--- src/rtl/command_sequencer_if.sv ---
// Command/status bundle between the command PIO and command_sequencer.
// master = PIO side (drives cmd), slave = sequencer side.
interface command_sequencer_if #(
    parameter int unsigned CNT_W = 16
);
    logic [2:0]       cmd;
    logic [2:0]       status;
    logic             run;
    logic             run_start;
    logic             run_done;
    logic [CNT_W-1:0] cycle_count;

    modport master (
        output cmd,
        input  status,
        input  run,
        input  run_start,
        input  run_done,
        input  cycle_count
    );

    modport slave (
        input  cmd,
        output status,
        output run,
        output run_start,
        output run_done,
        output cycle_count
    );
endinterface

--- src/rtl/command_sequencer.sv ---
// Toggle-strobed command sequencer: START/ABORT/CLEAR a fixed-length timed run.
// Define COMMAND_SEQUENCER_SYNC_EN to use a two-flop synchronizer as the capture stage.
module command_sequencer #(
    parameter int unsigned RUN_CYCLES   = 1000,
    parameter int unsigned CNT_W        = 16,
    parameter int unsigned FLUSH_CYCLES = 4
) (
    input logic                clk,
    input logic                reset_n,
    command_sequencer_if.slave bus
);

    localparam logic [1:0] ST_IDLE  = 2'd0;
    localparam logic [1:0] ST_RUN   = 2'd1;
    localparam logic [1:0] ST_FLUSH = 2'd2;

    localparam logic [1:0] OP_START = 2'b01;
    localparam logic [1:0] OP_ABORT = 2'b10;
    localparam logic [1:0] OP_CLEAR = 2'b11;

    localparam logic [CNT_W-1:0] RUN_LAST    = CNT_W'(RUN_CYCLES);
    localparam logic [CNT_W-1:0] RUN_PENULT  = CNT_W'(RUN_CYCLES - 1);
    localparam logic [7:0]       FLUSH_PENULT = 8'(FLUSH_CYCLES - 1);

    logic [2:0]       cmd_r;
    logic             tog_prev;
    logic [1:0]       state_q, state_d;
    logic [CNT_W-1:0] cnt_q, cnt_d;
    logic [7:0]       flush_q, flush_d;
    logic             done_q, done_d;
    logic             error_q, error_d;
    logic             aborted_q, aborted_d;
    logic             run_start_q, run_start_d;
    logic             run_done_q, run_done_d;
    logic             run_q;
    logic             busy_q;

    logic       cmd_new;
    logic [1:0] op;
    logic       is_start, is_abort, is_clear;

`ifdef COMMAND_SEQUENCER_SYNC_EN
    logic [2:0] cmd_meta;

    always_ff @(posedge clk or negedge reset_n) begin
        if (!reset_n) begin
            cmd_meta <= 3'b000;
            cmd_r    <= 3'b000;
        end else begin
            cmd_meta <= bus.cmd;
            cmd_r    <= cmd_meta;
        end
    end
`else
    always_ff @(posedge clk or negedge reset_n) begin
        if (!reset_n) begin
            cmd_r <= 3'b000;
        end else begin
            cmd_r <= bus.cmd;
        end
    end
`endif

    // A command exists only on the cycle the captured toggle differs from the last one seen.
    assign cmd_new  = (cmd_r[2] != tog_prev);
    assign op       = cmd_r[1:0];
    assign is_start = cmd_new && (op == OP_START);
    assign is_abort = cmd_new && (op == OP_ABORT);
    assign is_clear = cmd_new && (op == OP_CLEAR);

    always_comb begin
        state_d     = state_q;
        cnt_d       = cnt_q;
        flush_d     = flush_q;
        done_d      = done_q;
        error_d     = error_q;
        aborted_d   = aborted_q;
        run_start_d = 1'b0;
        run_done_d  = 1'b0;

        if (is_clear) begin
            done_d  = 1'b0;
            error_d = 1'b0;
        end

        case (state_q)
            ST_IDLE: begin
                if (is_start) begin
                    state_d     = ST_RUN;
                    cnt_d       = '0;
                    done_d      = 1'b0;
                    error_d     = 1'b0;
                    aborted_d   = 1'b0;
                    run_start_d = 1'b1;
                end
            end
            ST_RUN: begin
                if (is_start) begin
                    error_d = 1'b1;
                end
                // Abort takes priority over normal completion on the final run cycle.
                if (is_abort) begin
                    state_d   = ST_FLUSH;
                    flush_d   = 8'd0;
                    error_d   = 1'b1;
                    aborted_d = 1'b1;
                end else begin
                    if (cnt_q != RUN_LAST) begin
                        cnt_d = cnt_q + CNT_W'(1);
                    end
                    if (cnt_q >= RUN_PENULT) begin
                        state_d = ST_FLUSH;
                        flush_d = 8'd0;
                    end
                end
            end
            ST_FLUSH: begin
                if (is_start) begin
                    error_d = 1'b1;
                end
                flush_d = flush_q + 8'd1;
                if (flush_q == FLUSH_PENULT) begin
                    state_d = ST_IDLE;
                    // Setting done here overrides a CLEAR landing on the same cycle.
                    if (!aborted_q) begin
                        done_d     = 1'b1;
                        run_done_d = 1'b1;
                    end
                end
            end
            default: begin
                state_d = ST_IDLE;
            end
        endcase
    end

    always_ff @(posedge clk or negedge reset_n) begin
        if (!reset_n) begin
            tog_prev    <= 1'b0;
            state_q     <= ST_IDLE;
            cnt_q       <= '0;
            flush_q     <= 8'd0;
            done_q      <= 1'b0;
            error_q     <= 1'b0;
            aborted_q   <= 1'b0;
            run_start_q <= 1'b0;
            run_done_q  <= 1'b0;
            run_q       <= 1'b0;
            busy_q      <= 1'b0;
        end else begin
            tog_prev    <= cmd_r[2];
            state_q     <= state_d;
            cnt_q       <= cnt_d;
            flush_q     <= flush_d;
            done_q      <= done_d;
            error_q     <= error_d;
            aborted_q   <= aborted_d;
            run_start_q <= run_start_d;
            run_done_q  <= run_done_d;
            run_q       <= (state_d == ST_RUN);
            busy_q      <= (state_d != ST_IDLE);
        end
    end

    assign bus.status      = {error_q, done_q, busy_q};
    assign bus.run         = run_q;
    assign bus.run_start   = run_start_q;
    assign bus.run_done    = run_done_q;
    assign bus.cycle_count = cnt_q;

endmodule

--- src/flat_wrapper.sv ---
// flat-port wrapper written by rule: the top's interface ports become plain ports
module command_sequencer_flat 
#(
    parameter int unsigned RUN_CYCLES   = 1000,
    parameter int unsigned CNT_W        = 16,
    parameter int unsigned FLUSH_CYCLES = 4
)
  (clk, reset_n, bus_cmd, bus_status, bus_run, bus_run_start, bus_run_done, bus_cycle_count);
  command_sequencer_if #(.CNT_W(CNT_W)) bus_i ();
  input logic clk;
  input logic reset_n;
  input wire logic [$bits(bus_i.cmd)-1:0] bus_cmd;
  output wire logic [$bits(bus_i.status)-1:0] bus_status;
  output wire logic [$bits(bus_i.run)-1:0] bus_run;
  output wire logic [$bits(bus_i.run_start)-1:0] bus_run_start;
  output wire logic [$bits(bus_i.run_done)-1:0] bus_run_done;
  output wire logic [$bits(bus_i.cycle_count)-1:0] bus_cycle_count;
  assign bus_i.cmd = bus_cmd;
  assign bus_status = bus_i.status;
  assign bus_run = bus_i.run;
  assign bus_run_start = bus_i.run_start;
  assign bus_run_done = bus_i.run_done;
  assign bus_cycle_count = bus_i.cycle_count;
  command_sequencer #(.RUN_CYCLES(RUN_CYCLES), .CNT_W(CNT_W), .FLUSH_CYCLES(FLUSH_CYCLES)) u_core (.clk(clk), .reset_n(reset_n), .bus(bus_i));
endmodule
--- config.mk ---
export PLATFORM = sky130hd
export DESIGN_NAME = command_sequencer_flat
export DESIGN_NICKNAME = d
export VERILOG_FILES = /design/src/rtl/command_sequencer_if.sv /design/src/rtl/command_sequencer.sv /design/src/flat_wrapper.sv
export SDC_FILE = /design/constraint.sdc
export NUM_CORES = 1
export LEC_CHECK = 0
export CAP_MARGIN = 20
export CORE_MARGIN = 2
export CORE_UTILIZATION = 25
export DETAILED_ROUTE_END_ITERATION = 8
export SYNTH_ARGS = -nofsm -noshare
export SYNTH_HDL_FRONTEND = slang
export SYNTH_SLANG_ARGS = --single-unit
--- constraint.sdc ---
create_clock -name clk -period 3.6 [get_ports clk]
set_clock_uncertainty 0.2 [all_clocks]
set_input_delay 0.9 -clock clk [delete_from_list [all_inputs] [get_ports clk]]
set_output_delay 0.9 -clock clk [all_outputs]
set_load 0.05 [all_outputs]
After elaboration in Yosys (flattened, before gate mapping)
Cells that the tools add are included.
{"block": "word_totals", "output_inout_bits": 22, "word_cells": 69, "inputBits": 5, "regBits": 37}
{"block": "op_classes", "reduce_logical": 10, "add_sub_neg": 2, "eq_ne": 14, "order_cmp": 1, "n_mux": 30}
{"op": "16-bit two-way mux", "n": 3}
{"op": "16-bit case mux with 2 select lines", "n": 1}
{"op": "16-bit by 1-bit adder with 16-bit output (second input constant)", "n": 1}
{"op": "16-bit by 10-bit >= comparator with 1-bit output (second input constant)", "n": 1}
{"op": "8-bit two-way mux", "n": 2}
{"op": "16-bit by 10-bit inequality test with 1-bit output (second input constant)", "n": 1}
{"op": "8-bit case mux with 2 select lines", "n": 1}
{"op": "1-bit two-way mux", "n": 15}
{"op": "8-bit by 1-bit adder with 8-bit output (second input constant)", "n": 1}
{"op": "8-bit by 2-bit equality test with 1-bit output (second input constant)", "n": 1}
{"op": "2-bit two-way mux", "n": 4}
{"op": "2-bit by 1-bit equality test with 1-bit output (second input constant)", "n": 3}
{"op": "2-bit equality test (second input constant)", "n": 3}
{"op": "2-bit by 1-bit inequality test with 1-bit output (second input constant)", "n": 3}
{"op": "2-bit case mux with 3 select lines", "n": 1}
{"op": "2-bit nonzero test", "n": 3}
{"op": "1-bit case mux with 2 select lines", "n": 2}
{"op": "4-bit AND reduction", "n": 1}
{"op": "1-bit logical AND", "n": 3}
{"op": "3-bit by 1-bit inequality test with 1-bit output (second input constant)", "n": 1}
{"op": "1-bit case mux with 3 select lines", "n": 1}
{"op": "3-bit AND reduction", "n": 1}
{"op": "2-bit zero test", "n": 1}
{"op": "2-bit inequality test (second input constant)", "n": 1}
{"op": "2 further kinds", "n": 2}

Logic depth before layout (Yosys ltp)
Gate-level depths: netlist (run 1).
{"block": "depth", "word_depth": 6, "ltp_mapped": 8}

Least setup slack after synthesis (run 1)
No wires, ideal clock.
{"block": "synth_timing", "path_kind": "reg-to-reg", "from": "register u_core.cnt_q[8] (netlist: u_core.bus.cycle_count[8])", "to": "register u_core.busy_q", "path_buffers": 1, "t_arrival_ns": 1.903, "stages_incl_launch_ff": 7, "period_less_slack_ns": 2.222, "setup_ns": 0.119, "setup_slack_ns": 1.378, "path_cell_list": "dfrtp_1 and3_1 clkbuf_1 nor3b_2 nor3_1 o32a_1 o21ba_2"}
{"block": "synth_between", "elab_chain_cells": 5}
{"item": "start, declared", "line_no": "command_sequencer.sv:28", "text": "logic [CNT_W-1:0] cnt_q, cnt_d;"}
{"item": "start signal, assigned", "line_no": "command_sequencer.sv:153", "text": "cnt_q <= cnt_d;"}
{"item": "16-bit by 10-bit >= comparator with 1-bit output", "line_no": "command_sequencer.sv:111", "text": "if (cnt_q >= RUN_PENULT) begin"}
{"item": "2-bit two-way mux", "line_no": "command_sequencer.sv:111"}
{"item": "2-bit two-way mux", "line_no": "command_sequencer.sv:102", "text": "if (is_abort) begin"}
{"item": "2-bit case mux with 3 select lines", "line_no": "command_sequencer.sv:86", "text": "case (state_q)"}
{"item": "2-bit nonzero test", "line_no": "command_sequencer.sv:161", "text": "busy_q <= (state_d != ST_IDLE);"}
{"item": "end signal, assigned", "line_no": "command_sequencer.sv:161"}
{"item": "end, declared", "line_no": "command_sequencer.sv:36", "text": "logic busy_q;"}
Every way passes these cells.
A chain may end at the register's enable or synchronous reset.

Worst setup path after layout (run 1)
{"block": "layout_timing", "from": "register u_core.cnt_q[11] (netlist: u_core.bus.cycle_count[11])", "to": "output port bus_cycle_count[11]"}
{"item": "end, declared", "line_no": "flat_wrapper.sv:17", "text": "output wire logic [$bits(bus_i.cycle_count)-1:0] bus_cycle_count;"}
No word-level cell between the ends.

==> metrics.md, run 1 <==
| Metric | Value |
|---|---|
| Setup violations, final | `0` |
| Final #Nets | `245` |
| Gr usage total | `0.1100` |
| Flop-to-flop setup slack | `1.16 ns` |
| WP buf/inv | `1` |
| Number of hold buffers added after CTS | `0` |
| Worst-Margin Slew | `0.8783 ns` |
| Die Wd | `~95 µm` |
| Worst-path clk slew | `approximately 0.08 ns` |
| Port-buffer cells | `26` |
| Met3 WL | `188 µm` |
| Initial Utilization | `0.2548` |
| CP Depth | `1` |
| Post-Syn Instances | `approximately 210` |
| M1 WL | `2281 µm` |
| DRT Pass-1 Iters | `4` |
| Hold Crit Class | `reg -> reg` |
| Synth Register Bits | `37` |
| Routed len/inst | `13.46 µm` |
| Worst Path Max Fanout | `6` |
| Commonest cells in the netlist | `dfrtp_1 (37), nand2_1 (19), nor2_1 (14)` |
| LEAKAGE | `1.001 nW` |
| Maxcap violations | `0` |
| Tcrit/Tclk final | `0.7560` |
| Vias | `about 1700` |
| Antenna Cells | `0` |
| HPWL after DPL | `3284 µm` |
| Synthesis Warnings | `0` |
| Critical Path End Type | `output pin` |
| Vias in the first global route | `1547` |
| Pin count of the biggest net entering global routing | `38` |
| CP max stage cell | `clkdlybuf4s50_1` |
| Peak supply drop | `around 0.20 mV` |
| Max_slew headroom | `0.4113` |
| Post-route setup TNS | `0 ns` |
| Max clock buf depth | `2` |
| Post-synth ARST share | `1.000` |
| HP Start | `u_core.cmd_r[2]` |
| Iter 0 DRT Violations | `95` |
| Yosys top cell area share | `0.4490` |
| Distinct cells, synth | `54` |
| Worst EP arrival | `1.62 ns` |
| Gp weighted congestion | `0.7626` |
| Metal2 WL | `slightly above 2000 µm` |
| Global-route wire length before repair | `between 7000 and 8000 µm` |
| Post_cts resized | `0` |
| Root Driver | `clkbuf_8` |
| H-tree depth | `2` |
| Core Area | `8093 µm²` |
| CTS Buf Count | `5` |
| Die Area | `8991 µm²` |
| Cell taking the most area after synthesis | `dfrtp_1` |
| FMAX | `367.4 MHz` |
| Via density | `a little under 5` |
| Count of clock tree sinks | `37` |
| Syn nets | `219` |
| Hold Path Depth | `0` |
| Final min period | `2.722 ns` |
| Chip height | `94.82 µm` |
| Clock Latency Late Sink | `roughly 0.3 ns` |
| Worst Hold End | `u_core.tog_prev` |
| Power per Cell Area | `519.1 nW/µm²` |
| Remaining antenna violation count | `0` |
| Residual DRC | `0` |
| Sequential area share after synthesis | `0.4490` |
| Initial antenna violation count | `0` |
| FP Rows | `33` |
| R2R depth | `7` |
| Unrepaired setup endpoints after global routing | `false` |
| EDFF count, synth | `0` |
| Prevailing post-synth register cell | `dfrtp_1` |
| Top-count cell post-synth | `dfrtp_1` |
| CP top delay family | `buffers and inverters` |
| I/O pin count | `27` |
| Max layer used | `met4` |
| CP Cell Sequence | `clkdlybuf4s50_1` |
| Layout cell share with drive strength beyond 1 | `0.09829` |
| CP required | `2.50 ns` |
| Critical path's largest stage delay | `0.85 ns` |
| Syn-to-layout area delta | `23.24%` |
| WL final | `4563 µm` |
| Grt ovf | `0` |
| Post-CTS Setup Bufs | `0` |
| Synth Cell Area | `2062 µm²` |
| Max Transition Viols Final | `0` |
| CTS tree | `done` |
| Worst r2r src | `u_core.state_q[0]` |
| Top cells by area, synth | `dfrtp_1 (45%), ha_1 (4.2%), o31ai_1 (3.6%)` |
| Syn Area/Cell | `approximately 10 µm²` |
| Final hold viol count | `0` |
| PnR Total Power | `0.001319 W` |
| Startpoint types | `register` |
| Status | `finished, final reports clean` |
| R2r endpoint | `u_core.bus.cycle_count[6]` |
| Crit path kind | `reg -> out` |
-- stage by stage --
step	area (µm²)	std cells	utilization	setup WS, ns	hold WS (ns)
after floorplan	2062	207	-	1.378	0.2389
after global placement	2404	331	0.2970	1.228	0.2545
after detailed placement	2404	331	0.2970	1.168	0.2554
after CTS	2541	339	0.3140	0.8639	0.2542
after global routing	2541	339	0.3140	0.8071	0.2786
final	2541	339	0.3140	0.8782	0.2582
-- layout by cell type, fill, tap and decap left out, types with 2 or more instances in the layout --
master	instances
dfrtp_1	37
clkdlybuf4s50_1	25
nand2_1	19
nor2_1	14
o21ai_0	13
inv_1	10
o31ai_1	10
nand3_1	10
nor3_1	8
a21oi_1	8
ha_1	7
and3_1	5
xnor2_1	5
clkbuf_8	5
xor2_1	4
or4_1	4
a31oi_1	3
nand4_1	3
nand3b_1	3
nor4b_1	2
o211ai_1	2
and4bb_2	2
bufinv_16	2
-- cells by family (layout without fill, tap and decap cells) --
family | after synthesis | count (layout) | synth area share
DFF | 37 | 37 | 0.4490
muxes | 1 | 1 | 0.005461
buffers and inverters | 18 | 45 | 0.04369
and+or+nand+nor | 81 | 81 | 0.2172
xor gates and xnor gates | 10 | 10 | 0.04612
adders and majority gates | 7 | 7 | 0.04247
AOI/OAI and AO/OA | 53 | 53 | 0.1960
-- power by group --
| part | switching, W | leakage (nW) | internal (W) |
|---|---|---|---|
| clock network | 0.000166 | 0.0687 | 0.000279 |
| registers | 0.0000336 | 0.498 | 0.000453 |
| logic | 0.000251 | 0.434 | 0.000137 |
| total | 0.000451 | 1.00 | 0.000868 |
-- final cells by class --
type,instances,area [µm²]
well taps,105,131.4
inverters,10,37.54
clock buffers,5,68.82
multi-input cells,152,1046
repair buffers,27,262.8
clock inverters,3,68.82
flip-flops and latches,37,925.9
fillers,845,5552
-- per-layer routing --
metal  global-route usage  vias up
met5                    0        -
met4              0.03261        0
met3              0.03113        6
met2               0.1631       27
met1               0.1553      821
li1                     -      814
-- flip-flops by register name, summed over array words and instances (netlist names) --
register / count
u_core.bus.cycle_count: 16
u_core.flush_q: 8
u_core.cmd_r: 3
u_core.state_q: 2
u_core.aborted_q: 1
u_core.bus.run: 1
u_core.bus.run_done: 1
u_core.bus.run_start: 1
u_core.busy_q: 1
u_core.done_q: 1
u_core.error_q: 1
u_core.tog_prev: 1
-- how the worst max path moves through the flow --
stage	start	endpoint	slack, ns
final	u_core.bus.cycle_count[11]	bus_cycle_count[11]	0.88
after floorplan	u_core.bus.cycle_count[8]	u_core.busy_q	1.38
after global placement	u_core.bus.cycle_count[3]	bus_cycle_count[3]	1.23
after global routing	u_core.bus.cycle_count[3]	bus_cycle_count[3]	0.81
after CTS	u_core.bus.cycle_count[11]	bus_cycle_count[11]	0.86
after detailed placement	u_core.state_q[0]	u_core.bus.cycle_count[6]	1.17
Power figures use the tool's default switching activity.
==> run 2: changes to the inputs <==
==> constraint.sdc (replaced) <==
create_clock -name clk -period 2.5 [get_ports clk]
set_clock_uncertainty 0.2 [all_clocks]
set_input_delay 0.625 -clock clk [delete_from_list [all_inputs] [get_ports clk]]
set_output_delay 0.625 -clock clk [all_outputs]
set_load 0.05 [all_outputs]
==> metrics.md, run 2 (same netlist as run 1, synthesis figures left out) <==
| Metric | Value |
|---|---|
| Root Driver | `clkbuf_8` |
| WP buf/inv | `1` |
| Switching share of power | `0.3588` |
| Worst Path Max Fanout | `8` |
| CP top delay family | `buffers and inverters` |
| Post-route setup TNS | `0 ns` |
| CTS Buf Count | `5` |
| Sw Pwr | `0.0006286 W` |
| Pint | `0.001123 W` |
| Global-route wire length before repair | `8079 µm` |
| Setup violations, final | `0` |
| Status | `finished, final reports clean` |
| Fill count | `868` |
| Clock share of power | `0.264` |
| GR Layer Usage met3 | `0.03033` |
| Layout cell share with drive strength beyond 1 | `0.1213` |
| HPWL after DPL | `around 3500 µm` |
| Max clock buf depth | `2` |
| Maxcap violations | `0` |
| Max_slew headroom | `0.6407` |
| Antenna Cells | `0` |
| LEAKAGE | `a little over 1 nW` |
| Unrepaired setup endpoints after global routing | `false` |
| Worst EP arrival | `1.62 ns` |
| Grt ovf | `0` |
| Worst-Margin Slew | `0.5379 ns` |
| Count of clock tree sinks | `37` |
| Largest register FFs | `16` |
| GR peak layer | `met2` |
| Remaining antenna violation count | `0` |
| Final min period | `2.448 ns` |
| Post-route cell area | `2557 µm²` |
| Number of hold buffers added after CTS | `0` |
| Critical Path Source | `u_core.bus.cycle_count[3]` |
| Gp weighted congestion | `0.7772` |
| Hold Crit Class | `in -> async` |
| Via density | `4.892` |
| Met2 Use GR | `0.1791` |
| DRT Pass-1 Iters | `4` |
| Met1 Resource Use GR | `0.1525` |
| Comb pwr share | `0.337` |
| Most common cell after layout, fill and taps aside | `dfrtp_1` |
| Peak supply drop | `around 0.22 mV` |
| Initial Utilization | `0.2548` |
| Initial antenna violation count | `0` |
| Chip height | `94.82 µm` |
| Vias | `1683` |
| Final hold viol count | `0` |
| Seq pwr share | `0.399` |
| Syn-to-layout area delta | `24.03%` |
| Placed cell area | `2454 µm²` |
| Vias in the first global route | `between 1500 and 2000` |
| PnR Total Power | `0.001752 W` |
| FMAX | `408.4 MHz` |
| Critical Path End Type | `output pin` |
| Power per Cell Area | `685.0 nW/µm²` |
| Worst-path clk slew | `0.08 ns` |
| Tcrit/Tclk final | `0.9794` |
| Clock Latency Late Sink | `0.29 ns` |
| WL final | `4730 µm` |
| Die Wd | `approximately 95 µm` |
| Port-buffer cells | `26` |
| Iter 0 DRT Violations | `96` |
| Critical path's largest stage delay | `0.85 ns` |
| CP Cell Sequence | `clkdlybuf4s50_1` |
| Gr usage total | `0.1149` |
| CP required | `roughly 1.7 ns` |
| I/O pin count | `27` |
| Die Area | `8991 µm²` |
| Worst r2r src | `u_core.state_q[1]` |
| Residual DRC | `0` |
| H-tree depth | `2` |
| Pin count of the biggest net entering global routing | `20` |
| Startpoint types | `register` |
| CP max stage cell | `clkdlybuf4s50_1` |
| Core Area | `8093 µm²` |
| CTS tree | `done` |
| Most frequent cells in the layout | `dfrtp_1 (37), clkdlybuf4s50_1 (25), nand2_1 (19)` |
| Max Transition Viols Final | `0` |
| Routed len/inst | `13.75 µm` |
| Min Hold Slack | `0.08392 ns` |
| Final #Nets | `250` |
| Crit path kind | `reg -> out` |
| FP Rows | `33` |
[run 2: power by group through the flow]
| stage | registers (W) | logic, W | clock network (W) |
|---|---|---|---|
| floorplan | 0.000771 | 0.000365 | 0 |
| global placement | 0.000709 | 0.000586 | 0 |
| detailed placement | 0.000711 | 0.000594 | 0 |
| CTS | 0.000700 | 0.000593 | 0.000479 |
| global route | 0.000706 | 0.000647 | 0.000508 |
| finish | 0.000699 | 0.000591 | 0.000462 |
[run 2: layout make-up]
type	instances	area, µm²	area share
tap	105	131.4	0.05137
multi-input combinational	152	1049	0.4100
timing repair buffer	32	312.8	0.1223
clock buffer	7	96.34	0.03767
clock inverter	1	5.005	0.001957
inverter	10	37.54	0.01468
sequential	37	925.9	0.3620
[run 2: metrics by stage]
step	instances	setup WS, ns	utilization
2_1_floorplan	207	0.2782	-
3_3_place_gp	336	0.2378	0.3032
3_5_place_dp	336	0.1081	0.3032
4_1_cts	344	0.04533	0.3157
5_1_grt	344	0.003487	0.3160
6_report	344	0.05150	0.3160
[run 2: what timing repair did]
item,CTS,global route
resized for setup,0,1
buffers inserted,0,0
setup endpoints to repair,0,4
[run 2: routing by layer]
layer  vias to the layer above  share of wire
li1                        824              -
met1                       816           0.50
met2                        35           0.45
met3                         8          0.044
met4                         0          0.015
met5                         -              0
[run 2: path summary, 6_finish.rpt]
check / endpoint / slack, ns / cells past startpoint
max: bus_cycle_count[3] / 0.05 / 1
min: u_core.flush_q[6] / 0.08 / 1
max reg2reg: u_core.bus.cycle_count[6] / 0.23 / 7
min reg2reg: u_core.tog_prev / 0.28 / 0
max in group asynchronous: u_core.bus.cycle_count[14] / 1.54 / 2
min in group clk: u_core.tog_prev / 0.28 / 0
==> run 3: changes to the inputs <==
--- a/config.mk
+++ b/config.mk
@@ -6,9 +6,12 @@
 export NUM_CORES = 1
 export LEC_CHECK = 0
 export CAP_MARGIN = 20
+export CELL_PAD_IN_SITES_DETAIL_PLACEMENT = 1
+export CELL_PAD_IN_SITES_GLOBAL_PLACEMENT = 2
 export CORE_MARGIN = 2
 export CORE_UTILIZATION = 25
 export DETAILED_ROUTE_END_ITERATION = 8
+export PLACE_DENSITY_LB_ADDON = 0.1
 export SYNTH_ARGS = -nofsm -noshare
 export SYNTH_HDL_FRONTEND = slang
 export SYNTH_SLANG_ARGS = --single-unit
==> constraint.sdc (replaced) <==
create_clock -name clk -period 2.7 [get_ports clk]
set_clock_uncertainty 0.2 [all_clocks]
set_input_delay 0.675 -clock clk [delete_from_list [all_inputs] [get_ports clk]]
set_output_delay 0.675 -clock clk [all_outputs]
set_load 0.05 [all_outputs]
==> metrics.md, run 3 (same netlist as run 1, synthesis figures left out) <==
| Metric | Value |
|---|---|
| Clock Latency Late Sink | `0.29 ns` |
| Most frequent cells in the layout | `dfrtp_1 (37), clkdlybuf4s50_1 (25), nand2_1 (19)` |
| Peak supply drop | `0.2890 mV` |
| Post-CTS Setup Bufs | `0` |
| WP buf/inv | `1` |
| DRT Pass-1 Iters | `4` |
| Final hold viol count | `0` |
| Final #Nets | `251` |
| Chip height | `94.82 µm` |
| Vias in the first global route | `about 1800` |
| Pin count of the biggest net entering global routing | `38` |
| Max clock buf depth | `2` |
| Initial Utilization | `0.2548` |
| Count of clock tree sinks | `37` |
| Via density | `4.922` |
| Placed cells | `337` |
| CTS tree | `done` |
| Hold Crit Class | `in -> async` |
| Residual DRC | `0` |
| Worst EP arrival | `between 1.5 and 2 ns` |
| Vias | `1698` |
| Syn-to-layout area delta | `23.24%` |
| I/O pin count | `27` |
| Gr usage total | `0.1369` |
| Final min period | `2.504 ns` |
| CP Cell Sequence | `clkdlybuf4s50_1` |
| Core Area | `a little over 8000 µm²` |
| Crit path kind | `reg -> out` |
| CP top delay family | `buffers and inverters` |
| Flop-to-flop setup slack | `0.41 ns` |
| Status | `finished, final reports clean` |
| Largest register FFs | `16` |
| CP max stage cell | `clkdlybuf4s50_1` |
| Setup violations, final | `0` |
| Worst-Margin Slew | `0.6178 ns` |
| Fill count | `between 900 and 1000` |
| H-tree depth | `2` |
| Post_cts resized | `0` |
| Critical Path End Type | `output pin` |
| Initial antenna violation count | `0` |
| Layout cell share with drive strength beyond 1 | `0.1083` |
| Max_slew headroom | `0.5867` |
| Worst-path clk slew | `around 0.07 ns` |
| Routed len/inst | `15.97 µm` |
| Worst r2r src | `u_core.state_q[1]` |
| CP required | `1.82 ns` |
| Unrepaired setup endpoints after global routing | `false` |
| Footprint of the multi-input gates | `~1000 µm²` |
| Iter 0 DRT Violations | `46` |
| Tcrit/Tclk final | `0.9274` |
| Global-route wire length before repair | `9549 µm` |
| Critical path's largest stage delay | `0.86 ns` |
| Remaining antenna violation count | `0` |
| HPWL after DPL | `3962 µm` |
| Power per Cell Area | `629.1 nW/µm²` |
| Layout Cells excl Fill | `345` |
| Max Transition Viols Final | `0` |
| Die Wd | `94.82 µm` |
| R2r endpoint | `u_core.bus.cycle_count[3]` |
| WL final | `5510 µm` |
| Worst setup endpoint | `bus_cycle_count[2]` |
| FF/Latch Area | `925.9 µm²` |
| Number of hold buffers added after CTS | `0` |
| Worst Path Max Fanout | `8` |
| Post-route setup TNS | `0 ns` |
| FMAX | `399.3 MHz` |
| FP Rows | `33` |
| Startpoint types | `register` |
| Critical Path Source | `u_core.bus.cycle_count[2]` |
| CP Depth | `1` |
| Maxcap violations | `0` |
| Port-buffer cells | `26` |
| Die Area | `~9000 µm²` |
| LEAKAGE | `a little over 1 nW` |
| Root Driver | `clkbuf_8` |
| R2R depth | `7` |
| CTS Buf Count | `5` |
| Gp weighted congestion | `0.7296` |
| Most common cell after layout, fill and taps aside | `dfrtp_1` |
| Grt ovf | `0` |
| Antenna Cells | `0` |
run 3: metrics by stage:
stage / util / instance area (µm²) / hold slack (ns) / setup slack, ns / total power (W)
floorplan: - / 2062 / 0.1794 / 0.4782 / 0.001051
global placement: 0.3041 / 2461 / 0.2519 / 0.3981 / 0.001238
detailed placement: 0.3041 / 2461 / 0.2607 / 0.4219 / 0.001237
CTS: 0.3140 / 2541 / 0.1467 / 0.1719 / 0.001634
global route: 0.3140 / 2541 / 0.1532 / 0.1316 / 0.001711
finish: 0.3140 / 2541 / 0.1426 / 0.1959 / 0.001599
run 3: worst min path at each step:
stage	endpoint	slack, ns	from	cells past startpoint
final	u_core.busy_q	0.14	reset_n	2
after global routing	u_core.busy_q	0.15	reset_n	2
after CTS	u_core.cmd_r[1]	0.15	reset_n	2
after detailed placement	u_core.tog_prev	0.26	u_core.cmd_r[2]	0
after global placement	u_core.tog_prev	0.25	u_core.cmd_r[2]	0
after floorplan	u_core.aborted_q	0.18	reset_n	0
run 3: where the power goes:
| part | internal (W) | switching (W) |
|---|---|---|
| logic | 0.000203 | 0.000365 |
| clock network | 0.000184 | 0.000199 |
| registers | 0.000604 | 0.0000449 |
| total | 0.000990 | 0.000608 |
run 3: layout make-up:
| type | count | share of cell area |
|---|---|---|
| Sequential cell | 37 | 0.3644 |
| Timing Repair Buffer | 33 | 0.1260 |
| Tap cell | 105 | 0.05170 |
| Multi-Input combinational cell | 152 | 0.4116 |
| Clock buffer | 8 | 0.03151 |
| Inverter | 10 | 0.01477 |
run 3: per-layer routing:
metal / GRT usage / vias to the layer above / wire [µm]
met2: 0.2246 / 20 / 2598
met3: 0.02873 / 6 / 159
met4: 0.03623 / 0 / 63
met5: 0 / - / 0
li1: - / 834 / -
met1: 0.1829 / 838 / 2688
run 3: worst register-to-register path: stages (launching register included):
cell,delay [ns]
dfrtp_1,0.42
inv_1,0.09
ha_1,0.28
inv_1,0.19
o32ai_4,0.23
o211ai_4,0.19
or4_1,0.43
a21oi_1,0.17
